**config.mk**
```make
export PLATFORM = sky130hd
export DESIGN_NAME = input_port_controller
export DESIGN_NICKNAME = d
export VERILOG_FILES = /design/src/rtl/noc_pkg.sv /design/src/rtl/flit_fifo.sv /design/src/rtl/input_port_controller.sv
export SDC_FILE = /design/constraint.sdc
export NUM_CORES = 1
export LEC_CHECK = 0
export ABC_CLOCK_PERIOD_IN_PS = 4050
export CAP_MARGIN = 20
export CORE_ASPECT_RATIO = 1.25
export CORE_MARGIN = 1
export CORE_UTILIZATION = 57
export DETAILED_ROUTE_END_ITERATION = 7
export GPL_ROUTABILITY_DRIVEN = 0
export GPL_TIMING_DRIVEN = 0
export PLACE_DENSITY = 0.87
export SKIP_CTS_REPAIR_TIMING = 1
export SLEW_MARGIN = 10
export SYNTH_ARGS = -nofsm -noshare
export SYNTH_HDL_FRONTEND = slang
export SYNTH_HIERARCHICAL = 1
export SYNTH_SLANG_ARGS = --single-unit
```
**constraint.sdc**
```tcl
create_clock -name clk -period 4.05 [get_ports clk]
set_input_delay 0.81 -clock clk [delete_from_list [all_inputs] [get_ports clk]]
set_output_delay 0.81 -clock clk [all_outputs]
set_load 0.05 [all_outputs]
```
**src/rtl/noc_pkg.sv**
```systemverilog
`default_nettype none
// ==========================================================================
// noc_pkg : shared flit types, port codes, state encoding and route function
// Revision 1.0
// ==========================================================================
package noc_pkg;

  typedef enum logic [1:0] {
    FLIT_BODY     = 2'b00,
    FLIT_HEAD     = 2'b01,
    FLIT_TAIL     = 2'b10,
    FLIT_HEADTAIL = 2'b11
  } flit_type_e;

  typedef enum logic [1:0] {
    ST_IDLE    = 2'd0,
    ST_REQUEST = 2'd1,
    ST_FORWARD = 2'd2,
    ST_RELIEVE = 2'd3
  } ipc_state_e;

  localparam logic [2:0] c_port_local = 3'd0;
  localparam logic [2:0] c_port_east  = 3'd1;
  localparam logic [2:0] c_port_west  = 3'd2;
  localparam logic [2:0] c_port_north = 3'd3;
  localparam logic [2:0] c_port_south = 3'd4;

  function automatic int flit_width(input int data_width);
    return data_width + 2;
  endfunction

  // HEAD and HEADTAIL share bit 0; TAIL and HEADTAIL share bit 1.
  function automatic logic is_head(input logic [1:0] ftype);
    return ftype[0];
  endfunction

  function automatic logic is_tail(input logic [1:0] ftype);
    return ftype[1];
  endfunction

  // Dimension-ordered route; yx_first resolves the Y dimension before X.
  function automatic logic [2:0] route(input int unsigned dx, input int unsigned dy,
                                       input int unsigned rx, input int unsigned ry,
                                       input logic yx_first);
    logic [2:0] x_port;
    logic [2:0] y_port;
    logic [2:0] result;
    x_port = (dx > rx) ? c_port_east  : (dx < rx) ? c_port_west  : c_port_local;
    y_port = (dy > ry) ? c_port_north : (dy < ry) ? c_port_south : c_port_local;
    if (yx_first) begin
      result = (y_port != c_port_local) ? y_port : x_port;
    end else begin
      result = (x_port != c_port_local) ? x_port : y_port;
    end
    return result;
  endfunction

endpackage
`default_nettype wire

```
**src/rtl/flit_fifo.sv**
```systemverilog
`default_nettype none
// ==========================================================================
// flit_fifo : circular flit buffer with wrap-bit pointers, head output
// Revision 1.0
// ==========================================================================
module flit_fifo #(
  parameter int WIDTH = 10,
  parameter int DEPTH = 4
) (
  input  logic             clk,
  input  logic             rst,
  input  logic             push,
  input  logic             pop,
  input  logic [WIDTH-1:0] wdata,
  output logic             full,
  output logic             empty,
  output logic [WIDTH-1:0] head
);

  localparam int c_aw = $clog2(DEPTH);

  logic [c_aw:0]      r_wr_ptr;
  logic [c_aw:0]      r_rd_ptr;
  logic [WIDTH-1:0]   r_mem [DEPTH];
  logic               w_push;
  logic               w_pop;

  // Equal indices with differing wrap bits means the writer lapped the reader.
  assign empty  = (r_wr_ptr == r_rd_ptr);
  assign full   = (r_wr_ptr[c_aw] != r_rd_ptr[c_aw]) &&
                  (r_wr_ptr[c_aw-1:0] == r_rd_ptr[c_aw-1:0]);
  assign w_push = push & ~full;
  assign w_pop  = pop & ~empty;
  assign head   = r_mem[r_rd_ptr[c_aw-1:0]];

  always_ff @(posedge clk or negedge rst) begin
    if (!rst) begin
      r_wr_ptr <= '0;
      r_rd_ptr <= '0;
    end else begin
      if (w_push) r_wr_ptr <= r_wr_ptr + 1'b1;
      if (w_pop)  r_rd_ptr <= r_rd_ptr + 1'b1;
    end
  end

  always_ff @(posedge clk) begin
    if (w_push) r_mem[r_wr_ptr[c_aw-1:0]] <= wdata;
  end

endmodule
`default_nettype wire

```
**src/rtl/input_port_controller.sv**
```systemverilog
`default_nettype none
// ==========================================================================
// input_port_controller : router ingress buffer, route, reserve, stream, release
// Revision 1.0 | IPC_YX_ROUTING_EN selects Y-first instead of X-first routing
// ==========================================================================
module input_port_controller
  import noc_pkg::*;
#(
  parameter int N             = 4,
  parameter int ROUTER_X      = 0,
  parameter int ROUTER_Y      = 0,
  parameter int DATA_WIDTH    = 8,
  parameter int FIFO_DEPTH    = 4,
  parameter int REQUEST_WIDTH = 3
) (
  input  logic                               clk,
  input  logic                               rst,
  input  logic [flit_width(DATA_WIDTH)-1:0]  in_flit,
  input  logic                               in_valid,
  output logic                               in_ready,
  output logic [flit_width(DATA_WIDTH)-1:0]  out_flit,
  output logic                               out_valid,
  input  logic                               out_ready,
  output logic                               routeReserveRequestValid,
  output logic [REQUEST_WIDTH-1:0]           routeReserveRequest,
  output logic                               routeRelieve,
  input  logic                               routeReserveStatus,
  input  logic                               PortReserved,
  output logic                               flitDropped
);

  localparam int c_cw = $clog2(N);
  localparam int c_fw = flit_width(DATA_WIDTH);
`ifdef IPC_YX_ROUTING_EN
  localparam logic c_yx_first = 1'b1;
`else
  localparam logic c_yx_first = 1'b0;
`endif

  logic               w_full;
  logic               w_empty;
  logic               w_push;
  logic               w_pop;
  logic               w_fwd_pop;
  logic               w_drop_pop;
  logic [c_fw-1:0]    w_head;
  logic [1:0]         w_head_type;
  logic [c_cw-1:0]    w_dx;
  logic [c_cw-1:0]    w_dy;
  logic [2:0]         w_route;

  ipc_state_e               r_state;
  logic                     r_req_valid;
  logic [REQUEST_WIDTH-1:0] r_request;
  logic                     r_relieve;
  logic                     r_dropped;

  flit_fifo #(
    .WIDTH (c_fw),
    .DEPTH (FIFO_DEPTH)
  ) u_fifo (
    .clk   (clk),
    .rst   (rst),
    .push  (w_push),
    .pop   (w_pop),
    .wdata (in_flit),
    .full  (w_full),
    .empty (w_empty),
    .head  (w_head)
  );

  assign w_head_type = w_head[c_fw-1:DATA_WIDTH];
  assign w_dx        = w_head[2*c_cw-1:c_cw];
  assign w_dy        = w_head[c_cw-1:0];
  assign w_route     = route(32'(w_dx), 32'(w_dy), ROUTER_X, ROUTER_Y, c_yx_first);

  assign in_ready   = ~w_full;
  assign w_push     = in_valid & ~w_full;
  assign out_flit   = w_head;
  assign out_valid  = (r_state == ST_FORWARD) & PortReserved & ~w_empty;
  assign w_fwd_pop  = out_valid & out_ready;
  // A non-head flit at the head while idle belongs to no packet; discard it.
  assign w_drop_pop = (r_state == ST_IDLE) & ~w_empty & ~is_head(w_head_type);
  assign w_pop      = w_fwd_pop | w_drop_pop;

  assign routeReserveRequestValid = r_req_valid;
  assign routeReserveRequest      = r_request;
  assign routeRelieve             = r_relieve;
  assign flitDropped              = r_dropped;

  always_ff @(posedge clk or negedge rst) begin
    if (!rst) begin
      r_state     <= ST_IDLE;
      r_req_valid <= 1'b0;
      r_request   <= '0;
      r_relieve   <= 1'b0;
      r_dropped   <= 1'b0;
    end else begin
      r_relieve <= 1'b0;
      r_dropped <= 1'b0;
      case (r_state)
        ST_IDLE: begin
          if (!w_empty) begin
            if (is_head(w_head_type)) begin
              r_request   <= REQUEST_WIDTH'(w_route);
              r_req_valid <= 1'b1;
              r_state     <= ST_REQUEST;
            end else begin
              r_dropped <= 1'b1;
            end
          end
        end
        ST_REQUEST: begin
          if (routeReserveStatus) r_state <= ST_FORWARD;
        end
        ST_FORWARD: begin
          if (w_fwd_pop && is_tail(w_head_type)) begin
            r_req_valid <= 1'b0;
            r_relieve   <= 1'b1;
            r_state     <= ST_RELIEVE;
          end
        end
        ST_RELIEVE: r_state <= ST_IDLE;
        default:    r_state <= ST_IDLE;
      endcase
    end
  end

endmodule
`default_nettype wire

```
==> run metrics <==
outcome finished, final reports clean; commonest non-fill, non-tap cells in the layout 40 x edfxtp_1, 32 x clkdlybuf4s50_1, 13 x dfrtp_1; area grow syn2layout 20.7%; Clock Skew 0.00441 ns; fillers 259; relative slew slack 0.449; max-slew violation count 0; Mapped Area between 2000 and 2500 um2; final hold vios 0; Yosys warning count 6; Fmax 0.296 GHz; initial antenna violation count 0; Routed WL 4.23 mm; ratio of cells with drive above 1 in the final layout 0.147; final setup violating endpoints 0; HP Class reg -> reg; CTS sink count 53; DRC Markers 0; Setup crit end kind primary output; vias in the first global route 1388; Die H 73.1 um; Worst-path clk slew 0.09 ns; vias per cell 5.62; Yosys reg bits between 50 and 60; Net Count, Synth 161; Core Area between 3000 and 4000 um2; initial core utilization 0.605; gr usage total 0.222; die area 4310 um2; main flop type after synthesis edfxtp_1; RSZ-0062 raised after global routing false; I/O pin cnt 34; syn avg cell area 16.8 um2; count of input and output buffers 32; commonest non-fill, non-tap cell in the layout edfxtp_1; Post-synth EDFFs 40; PwrDens 858 nW/um2; num rows 25; Detailed Place HPWL between 3 and 4 mm; fin nets 200; Core Util, Final 0.730; Worst Path Max Fanout 10; Max Cap Viol 0; H-tree depth 2; first-pass iteration count of the detailed router 4; Die X slightly below 60 um; overflow left after global routing 0; Worst EP arrival 2.57 ns; Worst setup SP type register; Syn Inst Count 137; Final period util 0.834; fraction of registers with async set/reset 0.245; Leakage slightly above 1 nW; Peak supply drop 506 uV; register area share after synthesis 0.662; pin count of the biggest net entering global routing 18; CTS tree done; via count 1299; Worst-Skew Late Latency approximately 0.30 ns; cts bufs inserted 5; total power 2.39 mW; TNS Setup 0 ns; CTS max path bufs 2; detailed-route wire length per cell 18.3 um; DRT iter0 DRCs 53; Period minus WS final between 3 and 4 ns; # diodes 0; Slew @ Worst Pin 0.824 ns; Crit Path Category reg -> out; clock root buffer clkbuf_8; count of different cell masters after synthesis 39; first-pass GRT wire length 6.62 mm; WP data required 3.24 ns; final antenna-violating net count 0
[per-layer routing]
metal  vias to the layer above  global-route usage  wire length (um)
met5                         -                   0                 0
met4                         0              0.0952                61
met3                         4              0.0461               152
met2                        38               0.400              2410
met1                       654               0.250              1610
li1                        603                   -                 -
[final cells by class]
cell class	count	area, um2	area share
clock buffer	5	68.8	0.0247
clock inverter	3	21.3	0.00764
sequential	53	1530	0.548
buffer	4	23.8	0.00854
tap	54	67.6	0.0243
inverter	8	30.0	0.0108
multi-input combinational	72	727	0.261
timing repair buffer	32	320	0.115
[cells in the mapped netlist (all sizes together) (2+ instances only)]
library cell,instances,area share
xor2,4,0.018
edfxtp,40,0.52
a211oi,2,0.0065
inv,8,0.013
nand2,3,0.0049
a21o,2,0.0065
a31oi,2,0.0081
mux4,10,0.098
nand2b,3,0.011
nor2,2,0.0033
xnor2,5,0.019
nand3,2,0.0043
a21oi,4,0.0087
buf,3,0.0087
and3,4,0.011
dfrtp,13,0.14
o31ai,4,0.013
ha,8,0.043
nor2b,2,0.0054
[critical path, cell delays in order, from the launching register on]
cell	delay (ns)
dfrtp_1	0.35
buf_2	0.20
clkbuf_1	0.48
mux4_2	0.41
clkdlybuf4s50_1	0.83
[through the flow]
stage,hold slack (ns),instance area [um2],cells,worst slack (ns)
finish,0.516,2790,231,0.672
global route,0.540,2790,231,0.551
CTS,0.517,2790,231,0.637
detailed placement,0.491,2700,223,0.935
global placement,0.459,2700,223,0.955
floorplan,0.485,2310,137,1.82
[flip-flops by register name (all words and copies together) (netlist names)]
signal,cells
u_fifo/r_wr_ptr,3
routeRelieve,1
routeReserveRequestValid,1
r_state,2
flitDropped,1
routeReserveRequest,2
u_fifo/r_mem,40
u_fifo/r_rd_ptr,3
[worst paths after layout]
| check | start | endpoint | slack [ns] | cells after the start |
|---|---|---|---|---|
| setup / recovery | u_fifo/r_rd_ptr[1] | out_flit[8] | 0.67 | 4 |
| hold / removal | routeReserveRequest[0] | routeReserveRequest[0] | 0.52 | 2 |
| setup reg to reg | u_fifo/r_rd_ptr[1] | u_fifo/r_mem[3][6] | 1.56 | 7 |
| hold reg to reg | routeReserveRequest[0] | routeReserveRequest[0] | 0.52 | 2 |
| max in group asynchronous | rst | routeReserveRequest[0] | 2.79 | 1 |
| min in group asynchronous | rst | u_fifo/r_wr_ptr[2] | 0.88 | 1 |
[where the power goes]
group / total [mW] / leakage (nW) / switching [mW] / internal (mW)
logic: 1.27 / 0.459 / 0.786 / 0.480
clock network: 0.287 / 0.0445 / 0.164 / 0.123
registers: 0.836 / 0.524 / 0.0871 / 0.749
total: 2.39 / 1.03 / 1.04 / 1.35
[cell families after synthesis]
group	after synthesis	synth area share
xor gates and xnor gates	9	0.0374
other	1	0.00163
AOI/OAI and AO/OA	19	0.0640
DFF	53	0.662
muxes	12	0.107
buffers and inverters	12	0.0233
and+or+nand+nor	23	0.0618
adders and majority gates	8	0.0434
(Power assumes the default switching activity.)
